**src/rtl/alu_result_stage_pkg.sv**
```systemverilog
// Shared types for the ALU result stage: opcodes, data words, exception codes,
// architectural flags and the buffered result entry.
package alu_result_stage_pkg;

    localparam int RD_W  = 5;
    localparam int DEPTH = 2;

    typedef logic [63:0] quad_t;

    typedef enum logic [3:0] {
        OP_ADD = 4'd0,
        OP_ADC = 4'd1,
        OP_SUB = 4'd2,
        OP_SBC = 4'd3,
        OP_AND = 4'd4,
        OP_OR  = 4'd5,
        OP_XOR = 4'd6,
        OP_MUL = 4'd7,
        OP_DIV = 4'd8
    } opcode_t;

    typedef enum logic [1:0] {
        NONE           = 2'd0,
        DIVIDE_BY_ZERO = 2'd1
    } exception_t;

    typedef struct packed {
        logic carry;
        logic zero;
        logic negative;
    } alu_flags_t;

    typedef struct packed {
        logic [RD_W-1:0] rd;
        quad_t           result;
        exception_t      exception;
    } result_entry_t;

endpackage

```
**src/rtl/skid_buffer_2.sv**
```systemverilog
// Two-entry valid/ready FIFO of result entries; flush empties it but leaves
// the head data in place so out_data holds its last value while empty.
module skid_buffer_2
    import alu_result_stage_pkg::*;
(
    input  logic          clk,
    input  logic          rst_n,
    input  logic          flush,
    input  logic          in_valid,
    output logic          in_ready,
    input  result_entry_t in_data,
    output logic          out_valid,
    input  logic          out_ready,
    output result_entry_t out_data
);

    logic [1:0]    count;
    result_entry_t head;
    result_entry_t tail;
    logic          push;
    logic          pop;

    assign in_ready  = (count < 2'(DEPTH));
    assign out_valid = (count != 2'd0);
    assign push      = in_valid & in_ready;
    assign pop       = out_valid & out_ready;
    assign out_data  = head;

    always_ff @(posedge clk or negedge rst_n) begin
        if (!rst_n) begin
            count <= 2'd0;
            head  <= '0;
            tail  <= '0;
        end else if (flush) begin
            count <= 2'd0;
        end else begin
            case ({push, pop})
                2'b10: begin
                    if (count == 2'd0) head <= in_data;
                    else               tail <= in_data;
                    count <= count + 2'd1;
                end
                2'b01: begin
                    // draining the last entry keeps head as the held output
                    if (count == 2'd2) head <= tail;
                    count <= count - 2'd1;
                end
                2'b11: begin
                    if (count == 2'd1) begin
                        head <= in_data;
                    end else begin
                        head <= tail;
                        tail <= in_data;
                    end
                end
                default: ;
            endcase
        end
    end

endmodule

```
**src/rtl/alu_result_stage.sv**
```systemverilog
// ALU result stage: skid-buffered result capture, architectural flags and
// exception halt. ALU_RESULT_STAGE_STATS_EN adds retire/exception counters.
module alu_result_stage
    import alu_result_stage_pkg::*;
(
    input  logic            clk,
    input  logic            rst_n,
    input  logic            in_valid,
    output logic            in_ready,
    input  opcode_t         in_op,
    input  logic [RD_W-1:0] in_rd,
    input  logic            in_flags_we,
    input  quad_t           in_result,
    input  logic            in_carry,
    input  logic            in_zero,
    input  logic            in_negative,
    input  exception_t      in_exception,
    output logic            out_valid,
    input  logic            out_ready,
    output logic [RD_W-1:0] out_rd,
    output quad_t           out_result,
    output exception_t      out_exception,
    output logic            flags_carry,
    output logic            flags_zero,
    output logic            flags_negative,
    output logic            halted,
    input  logic            flush
`ifdef ALU_RESULT_STAGE_STATS_EN
    ,
    output logic [31:0]     retired_count,
    output logic [31:0]     exception_count
`endif
);

    typedef enum logic {RUN = 1'b0, HALT = 1'b1} state_t;

    state_t        state;
    state_t        state_nxt;
    alu_flags_t    flags;
    result_entry_t in_entry;
    result_entry_t head;
    logic          buf_ready;
    logic          accept;
    logic          retire;
    logic          unused_op;

    // the opcode only travels with the op for debug visibility upstream
    assign unused_op = ^in_op;

    assign halted   = (state == HALT);
    assign in_ready = !halted & buf_ready;
    assign accept   = in_valid & in_ready & !flush;
    assign retire   = out_valid & out_ready & !flush;

    assign in_entry = '{rd: in_rd, result: in_result, exception: in_exception};

    skid_buffer_2 u_buf (
        .clk       (clk),
        .rst_n     (rst_n),
        .flush     (flush),
        .in_valid  (in_valid & !halted),
        .in_ready  (buf_ready),
        .in_data   (in_entry),
        .out_valid (out_valid),
        .out_ready (out_ready),
        .out_data  (head)
    );

    assign out_rd        = head.rd;
    assign out_result    = head.result;
    assign out_exception = head.exception;

    // flags move on accept so a dependent ADC right behind sees the new carry
    always_ff @(posedge clk or negedge rst_n) begin
        if (!rst_n) begin
            flags <= '0;
        end else if (accept && in_flags_we && in_exception == NONE) begin
            flags <= '{carry: in_carry, zero: in_zero, negative: in_negative};
        end
    end

    assign flags_carry    = flags.carry;
    assign flags_zero     = flags.zero;
    assign flags_negative = flags.negative;

    always_ff @(posedge clk or negedge rst_n) begin
        if (!rst_n) state <= RUN;
        else        state <= state_nxt;
    end

    always_comb begin
        state_nxt = state;
        if (flush) begin
            state_nxt = RUN;
        end else if (state == RUN && accept && in_exception != NONE) begin
            state_nxt = HALT;
        end
    end

`ifdef ALU_RESULT_STAGE_STATS_EN
    always_ff @(posedge clk or negedge rst_n) begin
        if (!rst_n) begin
            retired_count   <= '0;
            exception_count <= '0;
        end else begin
            if (retire)                           retired_count   <= retired_count + 32'd1;
            if (accept && in_exception != NONE)   exception_count <= exception_count + 32'd1;
        end
    end
`else
    logic unused_retire;
    assign unused_retire = retire;
`endif

endmodule

```
**config.mk**
```make
export PLATFORM = sky130hd
export DESIGN_NAME = alu_result_stage
export DESIGN_NICKNAME = d
export VERILOG_FILES = /design/src/rtl/alu_result_stage_pkg.sv /design/src/rtl/skid_buffer_2.sv /design/src/rtl/alu_result_stage.sv
export SDC_FILE = /design/constraint.sdc
export NUM_CORES = 1
export LEC_CHECK = 0
export CAP_MARGIN = 25
export CORE_ASPECT_RATIO = 1.1
export CORE_MARGIN = 1
export CORE_UTILIZATION = 45
export CTS_BUF_LIST = sky130_fd_sc_hd__clkbuf_8
export CTS_CLUSTER_SIZE = 10
export DETAILED_ROUTE_END_ITERATION = 12
export PLACE_DENSITY = 0.75
export SYNTH_ARGS = -nofsm -noshare
export SYNTH_HDL_FRONTEND = slang
export SYNTH_SLANG_ARGS = --single-unit
export TNS_END_PERCENT = 20
```
**constraint.sdc**
```tcl
create_clock -name clk -period 4.71 [get_ports clk]
set_input_delay 1.413 -clock clk [delete_from_list [all_inputs] [get_ports clk]]
set_output_delay 1.413 -clock clk [all_outputs]
set_load 0.05 [all_outputs]
```
Word-level counts from Yosys, hierarchy flattened
Index checks and enable logic that the tools add are counted.
- add/sub/neg operators: 2
- magnitude comparators: 1
- div/mod/pow operators: 0
- $mul: 0
- bitwise gates (word level): 8
- muxes and demuxes: 11
- reduce and logical (&&, ||, !) cells: 16
- shift operators: 0
- equal/unequal tests: 9
- operators with widths (operator ; count):
    2-to-1 mux 71 bit ; 5
    one-hot mux 71 bit (3 select lines) ; 1
    one-hot mux 71 bit (2 select lines) ; 1
    AND reduction 4 bit ; 2
    nonzero test 2 bit ; 4
    bitwise AND 1 bit ; 6
    == test 2 bit, second input constant ; 3
    nonzero test 3 bit ; 2
    == test 2 x 1 -> 1 bit, second input constant ; 2
    logical AND 1 bit ; 4
    zero test 2 bit ; 2
    inequality test 2 x 1 -> 1 bit, second input constant ; 2
    inequality test 2 bit, second input constant ; 2
    one-hot mux 2 bit (2 select lines) ; 1
    adder 2 x 1 -> 2 bit, second input constant ; 1
    zero test 1 bit ; 2
    less-than comparator 2 bit, second input constant ; 1
    2-to-1 mux 1 bit ; 2
    2-to-1 mux 2 bit ; 1
    inverter 1 bit ; 2
    subtractor 2 x 1 -> 2 bit, second input constant ; 1
- bits in registers: 148
- latch bits: 0
- bits in read-only memories: 0
- output and inout bits: 77
- memories kept: 0
- logic and storage cells: 58
- bits in writable memories: 0

Longest topological paths before layout
Gate-level depths: netlist of the first run.
- word-level depth: 8
- mapped depth: 8
- mapped depth without buffers: 6

Modules after synthesis
A second synthesis of the first run with hierarchy kept.
- cells, all modules: 590
- area, all modules: 6720.2 sq um
- by module, submodules not included (module ; area an instance (sq um) ; times used ; cells each):
    skid_buffer_2 ; 6505.0 ; 1 ; 575
    alu_result_stage ; 215.2 ; 1 ; 15

Worst setup path before layout of the first run
OpenSTA, ideal clock, no wires.
- path kind: in2reg
- start point: input port in_valid
- end point: register u_buf.out_data[0] (netlist name)
- stages on the path: 7
- buffers on the path: 3
- arrival time: 2670 ps
- data required time: 4633 ps
- path slack: 1962 ps
- path through: or3b_1 -> buf_2 -> a211oi_4 -> buf_2 -> buf_4 -> nor2_1 -> a21oi_1
- longest elaborated chain between the ends: 5
- elaborated cells between the ends (all ways): 10
- RTL lines (what ; line ; source):
    from (decl) ; alu_result_stage.sv:8 ; input logic in_valid,
    bitwise AND 1 bit * ; alu_result_stage.sv:61 ; .in_valid (in_valid & !halted),
    bitwise AND 1 bit * ; skid_buffer_2.sv:25 ; assign push = in_valid & in_ready;
    == test 2 x 1 -> 1 bit / == test 2 bit (equally long branches) ; skid_buffer_2.sv:37 ; case ({push, pop})
    inequality test 2 x 1 -> 1 bit (no line) / nonzero test 3 bit (equally long branches) ; -- ;
    AND reduction 4 bit (no line) ; -- ;
Mark *: on every way between the ends. The rest lies on a longest branch, timed or not.
A chain may end at the register's enable or synchronous reset.

Final worst setup path of the first run
- start point: register u_buf.count[1]
- end point: output port out_valid
- longest elaborated chain between the ends: 1
- RTL lines (what ; line ; source):
    from (decl) ; skid_buffer_2.sv:17 ; logic [1:0] count;
    from (signal assigned) ; skid_buffer_2.sv:41 ; count <= count + 2'd1;
    from (signal assigned) ; skid_buffer_2.sv:46 ; count <= count - 2'd1;
    nonzero test 2 bit ; skid_buffer_2.sv:24 ; assign out_valid = (count != 2'd0);
    to (decl) ; alu_result_stage.sv:18 ; output logic out_valid,
Every way passes these cells.

==> results.ini, run 1 <==
[status]
status = finished clean

[pwr]
cellPowerDensity_mw_per_mm2 = 760
total_power_mw = 6.40
p_switching_mw = 2.73
p_clk_share_pct = 14.7
combPwrFrac_pct = 50.3
irDropWorstVdd_mv = 0.372
p_int_mw = 3.67
leakage_nw = 3.51
seqPwrFrac_pct = 35.0
switching_share_pct = 42.7

[clock_network]
ctsHoldBuffers = 0
cts_tree = built
ctsRootBufferMaster = clkbuf_8
cts_buffers = 17
cts.repair.resized = 0
path_clk_slew_ps = 80
postCtsSetupBuffers = 0
insertion_delay_ps = 450
cts_buffer_depth = 2
h-tree-depth = 4
cts_sinks = 148

[critical_path]
worstPathArrival_ps = 2160
required_ps = 3300
crit_type = reg2out
r2r_start = u_buf.count[1]
reg2reg_to = u_buf.out_data[50]
r2r_cells = 7
critPathLaunchType = flip-flop
r2r_slack_ps = 2330
critical_path.endpoint_type = output pin
crit_fanout = 7

[grt]
grt_use_met1_pct = 23.9
antenna_found_initial = 0
grt_max_degree = 115
grt_pass1_vias = 4721
met3_usage_pct = 7.51
grt_pass1_wl_um = 22900
track_usage_pct = 20.7
grt-busiest-layer = met2
grt_overflow = 0
met2_usage_pct = 34.5

[synth]
ys_seq_area_share_pct = 59.5
syn_inst = 496
synth_top_area_share_pct = 59.5
ys.flop_type = dfrtp_1
async_flop_share_pct = 100
synthTopCellsByCount = 148 x dfrtp_1, 76 x nor2_1, 74 x a21oi_1, 74 x mux2_2, 71 x mux2i_1
synth_nets = 584
synth_warnings = 0
yosysMostFrequentCell = dfrtp_1
syn_avg_cell_area_sq_um = 12.6
synth_cell_types = 23
synthesis.area_sq_mm = 0.00623
synthTopCellsByArea = dfrtp_1 59%, mux2_2 13%, mux2i_1 11%, a21oi_1 5.9%, nor2_1 4.6%
ys_ff_latch = 148
synth_top_cell_by_area = dfrtp_1
synth-edff-count = 0

[hold_path]
holdCritPathClass = reg2reg
hold_end = u_buf.tail[44]
worst_hold_startpoint = u_buf.tail[44]
worstHoldPathCells = 1

[drt]
detail_route.wl_per_cell_um = 16.2
drt_iter0_markers = 154
vias_per_cell = 5.11
first_pass_iters = 4
final_antenna_net_count = 0
route.detailed.drc = 0
drt-total-wl_um = 13700
num_vias = 4327

[floorplanning]
pin_count = 161
die_x_um = 114
die_h_um = 125
core_area_sq_mm = 0.0134
fp-row-count = 44
die_area_sq_mm = 0.0143
initial_utilization_pct = 46.6

[layout]
drive_gt1_share_pct = 17.4
area_delta_synth_final_pct = 35.2
antenna_cells = 0
fill_cells = 1064
final_cells = 846
final_core_util_pct = 62.9
final_area_sq_mm = 0.00842
finalNetCount = 738

[sta]
slew-limit-headroom_pct = 44.5
final.period_utilization_pct = 75.9
hold_viol_final = 0
skew_ps = 10.2
fmax_mhz = 280
rsz0062_at_grt = no
setup_tns_ps = 0
finalMaxSlewViolations = 0
worst_pin_slew_ps = 833
period_needed_ps = 3570
finalSetupViolations = 0

[placed_design]
port_buffers = 156
dp.cells = 814
dp_hpwl_um = 9200
place_congestion = 0.724
post_dp_cell_area_sq_mm = 0.00801

[run]
maxCapViolations = 0

==> logic make-up (layout without fill, tap and decap cells) <==
| group | after synthesis | after routing | synth area share, % |
|---|---|---|---|
| flops | 148 | 148 | 59.5 |
| xor+xnor | 2 | 2 | 0.281 |
| compound gates | 78 | 78 | 6.63 |
| fa+ha+maj | 4 | 4 | 0.804 |
| buf+inv | 34 | 200 | 2.59 |
| simple gates | 85 | 85 | 5.44 |
| mux | 145 | 145 | 24.8 |
==> metal layers <==
| metal | wire length [um] | up-vias | part of all wire (%) |
|---|---|---|---|
| li1 | - | 2031 | - |
| met1 | 5470 | 2147 | 40 |
| met4 | 346 | 0 | 2.5 |
| met3 | 959 | 28 | 7.0 |
| met5 | 0 | - | 0 |
| met2 | 6910 | 121 | 51 |
==> flip-flops by register name (all words and copies together), names as in the netlist <==
signal and flops:
flags_carry 1, flags_negative 1, flags_zero 1, halted 1
u_buf.count 2, u_buf.out_data 71, u_buf.tail 71
==> area by class of cell <==
| type | count | area, sq um | share of cell area, % |
|---|---|---|---|
| tap | 184 | 230 | 2.73 |
| multi-input combinational | 314 | 2380 | 28.3 |
| sequential | 148 | 3700 | 44.0 |
| timing repair buffer | 165 | 1700 | 20.2 |
| clock inverter | 7 | 55.1 | 0.654 |
| inverter | 4 | 15.0 | 0.178 |
| clock buffer | 24 | 330 | 3.92 |
==> per-stage QoR <==
step	setup slack, ps	hold slack (ps)
after global placement	873	486
after CTS	1100	510
after detailed placement	1030	493
after floorplan	1960	479
after global routing	972	521
final	1140	508
==> worst max-delay path by stage <==
stage              startpoint                 end  depth (start not counted)
3_3_place_gp         in_valid  u_buf.out_data[50]                          6
3_5_place_dp         in_valid       u_buf.tail[8]                          6
5_1_grt        u_buf.count[1]           out_valid                          4
6_report       u_buf.count[1]           out_valid                          4
4_1_cts        u_buf.count[1]           out_valid                          4
2_1_floorplan        in_valid   u_buf.out_data[0]                          7
==> power by group through the flow <==
stage | logic (mW) | registers [mW] | clock network [mW]
final | 3.22 | 2.24 | 0.940
after floorplan | 1.12 | 3.29 | 0
after global placement | 3.15 | 2.21 | 0
after CTS | 3.25 | 2.24 | 0.970
after global routing | 3.44 | 2.31 | 1.02
after detailed placement | 3.25 | 2.26 | 0
==> critical path, cell delays in order (launching register included) <==
cell,delay [ps]
dfrtp_1,450
inv_1,110
ha_1,250
inv_1,80
clkdlybuf4s50_1,820
==> cells in the final DEF, fill, tap and decap left out, drive strengths merged, types with 2 or more instances in the layout <==
cell and instances:
mux2i 71, nor3 2, clkdlybuf4s50 155, a21oi 75
mux2 74, dfrtp 148, nand2b 2, inv 8
buf 10, xnor2 2, clkinv 2, ha 4
clkbuf 24, nor2 76
Power figures use the tool's default switching activity.
==> inputs of run 2 (changes only) <==
--- a/config.mk
+++ b/config.mk
@@ -12,7 +12,7 @@
 export CTS_BUF_LIST = sky130_fd_sc_hd__clkbuf_8
 export CTS_CLUSTER_SIZE = 10
 export DETAILED_ROUTE_END_ITERATION = 12
-export PLACE_DENSITY = 0.75
+export PLACE_DENSITY = 0.78
 export SYNTH_ARGS = -nofsm -noshare
 export SYNTH_HDL_FRONTEND = slang
 export SYNTH_SLANG_ARGS = --single-unit
==> constraint.sdc (replaced) <==
create_clock -name clk -period 3.2 [get_ports clk]
set_input_delay 0.96 -clock clk [delete_from_list [all_inputs] [get_ports clk]]
set_output_delay 0.96 -clock clk [all_outputs]
set_load 0.05 [all_outputs]
==> results.ini, run 2 (synthesis gave the netlist of run 1 again) <==
[clock_network]
path_clk_slew_ps = 80  ; about the same
cts_buffer_depth = 2  ; unchanged
h-tree-depth = 4  ; unchanged
cts_sinks = 148  ; unchanged
ctsRootBufferMaster = clkbuf_8  ; unchanged
insertion_delay_ps = 460  ; was 450 ps
cts_tree = built  ; unchanged
postCtsSetupBuffers = 0  ; unchanged
cts_buffers = 17  ; unchanged

[layout]
area_delta_synth_final_pct = 36.3  ; was 35.2%
most-common-layout-cells = 154 x clkdlybuf4s50_1, 148 x dfrtp_1, 76 x nor2_1  ; was 155 x clkdlybuf4s50_1, 148 x dfrtp_1, 76 x nor2_1
drive_gt1_share_pct = 17.9  ; was 17.4%
antenna_cells = 0  ; unchanged
finalNetCount = 739  ; was 738
final_common_cell = clkdlybuf4s50_1  ; unchanged
fill_cells = 1053  ; was 1064

[placed_design]
port_buffers = 156  ; unchanged
dp_slack_ps = 112  ; was 1030 ps
dp_hpwl_um = 9020  ; was 9200 um
place_congestion = 0.807  ; was 0.724

[floorplanning]
die_h_um = 125  ; unchanged
core_area_sq_mm = 0.0134  ; unchanged
initial_utilization_pct = 46.6  ; unchanged
die_x_um = 114  ; unchanged
pin_count = 161  ; unchanged
fp-row-count = 44  ; unchanged
die_area_sq_mm = 0.0143  ; unchanged

[critical_path]
cp_slowest_cell = clkdlybuf4s50_1  ; unchanged
required_ps = 2240  ; was 3300 ps
critical_path.endpoint_type = output pin  ; unchanged
crit_chain = nor2_1, clkdlybuf4s50_1  ; was inv_1, ha_1, inv_1, clkdlybuf4s50_1
r2r_start = u_buf.count[1]  ; unchanged
crit_type = reg2out  ; unchanged
critical-path-max-stage-delay_ps = 830  ; was 820 ps
r2r_slack_ps = 760  ; was 2330 ps
crit_fanout = 7  ; unchanged
critPathLaunchType = flip-flop  ; unchanged
r2r_cells = 7  ; unchanged
worstPathArrival_ps = 1880  ; was 2160 ps
reg2reg_to = u_buf.out_data[36]  ; was u_buf.out_data[50]

[drt]
route.detailed.drc = 0  ; unchanged
drt-total-wl_um = 13200  ; was 13700 um
final_antenna_net_count = 0  ; unchanged
vias_per_cell = 5.08  ; was 5.11
drt_iter0_markers = 164  ; was 154
num_vias = 4306  ; was 4327
detail_route.wl_per_cell_um = 15.5  ; was 16.2 um
first_pass_iters = 4  ; unchanged

[sta]
final.period_utilization_pct = 88.8
period_needed_ps = 2840
rsz0062_at_grt = no  ; unchanged
fmax_mhz = 352
worst_pin_slew_ps = 614  ; was 833 ps
hold_viol_final = 0  ; unchanged
skew_ps = 8.95  ; was 10.2 ps
finalMaxSlewViolations = 0  ; unchanged
finalSetupViolations = 0  ; unchanged
setup_tns_ps = 0  ; unchanged
layout_setup_ws_ps = 357  ; was 1140 ps
slew-limit-headroom_pct = 59.0  ; was 44.5%

[pwr]
irDropWorstVdd_mv = 0.572  ; was 0.372 mV
total_power_mw = 9.54  ; was 6.40 mW
p_clk_share_pct = 15.8  ; was 14.7%
cellPowerDensity_mw_per_mm2 = 1120  ; was 760 mW/mm^2
seqPwrFrac_pct = 34.5  ; was 35.0%
switching_share_pct = 42.3  ; was 42.7%
combPwrFrac_pct = 49.7  ; was 50.3%
p_int_mw = 5.51  ; was 3.67 mW
leakage_nw = 3.54  ; was 3.51 nW
p_switching_mw = 4.03  ; was 2.73 mW

[grt]
grt_max_degree = 81  ; was 115
antenna_found_initial = 0  ; unchanged
grt_pass1_wl_um = 21800  ; was 22900 um
grt_pass1_vias = 4513  ; was 4721
track_usage_pct = 19.7  ; was 20.7%
grt_overflow = 0  ; unchanged

[status]
status = finished clean  ; unchanged

[run]
maxCapViolations = 0  ; unchanged

[hold_path]
holdCritPathClass = in2async  ; was reg2reg

run 2: worst max path at each step:
stage | startpoint | to | slack (ps)
floorplan | in_valid | u_buf.out_data[0] | 910
global placement | in_valid | u_buf.out_data[37] | 150
detailed placement | in_valid | u_buf.out_data[20] | 110
CTS | u_buf.count[1] | out_valid | 30
global route | u_buf.count[1] | in_ready | 270
finish | u_buf.count[1] | in_ready | 360
run 2: power groups by stage:
stage	sequential [mW]	clock (mW)	combinational [mW]
floorplan	4.84	0	1.65
global placement	3.25	0	4.66
detailed placement	3.33	0	4.77
CTS	3.30	1.55	4.79
global route	3.40	1.62	5.03
finish	3.29	1.51	4.74
run 2: repair_timing:
| item | CTS | global route |
|---|---|---|
| hold buffers | 0 | 0 |
| endpoints found under the hold margin | 0 | 0 |
| resized for setup | 0 | 1 |
| endpoints found under the setup margin | 0 | 1 |
run 2: worst max-delay path, delay by kind of cell (launching register included):
family | cells | cell delay (ps)
flops | 1 | 460
buf+inv | 1 | 830
simple gates | 1 | 140
run 2: metal layers:
metal,share of wire (%),global-route usage [%]
met1,40,22.1
met4,1.6,7.18
met2,51,33.8
met3,7.1,7.56
met5,0,0
run 2: area by class of cell:
cell class              instances  area (sq um)  share of cell area [%]
repair buffers                166          1740                    20.4
well taps                     184           230                    2.71
clock buffers                  21           289                    3.41
multi-input cells             314          2380                    28.1
clock inverters                11           133                    1.56
inverters                       4          15.0                   0.177
flip-flops and latches        148          3700                    43.6
run 2: stage by stage:
step	instances	cell area [sq um]	hold slack, ps	util, %
after floorplan	496	6230	479	-
after global placement	815	8050	486	60.2
after detailed placement	816	8060	494	60.3
after CTS	848	8490	498	63.4
after global routing	848	8490	518	63.4
final	848	8490	499	63.4
==> inputs of run 3 (changes only) <==
--- a/config.mk
+++ b/config.mk
@@ -7,7 +7,6 @@
 export LEC_CHECK = 0
 export CAP_MARGIN = 25
 export CORE_ASPECT_RATIO = 1.1
-export CORE_MARGIN = 1
 export CORE_UTILIZATION = 45
 export CTS_BUF_LIST = sky130_fd_sc_hd__clkbuf_8
 export CTS_CLUSTER_SIZE = 10
==> results of run 3 <==
Final layout, timing and power as in run 2 (identical DEF).
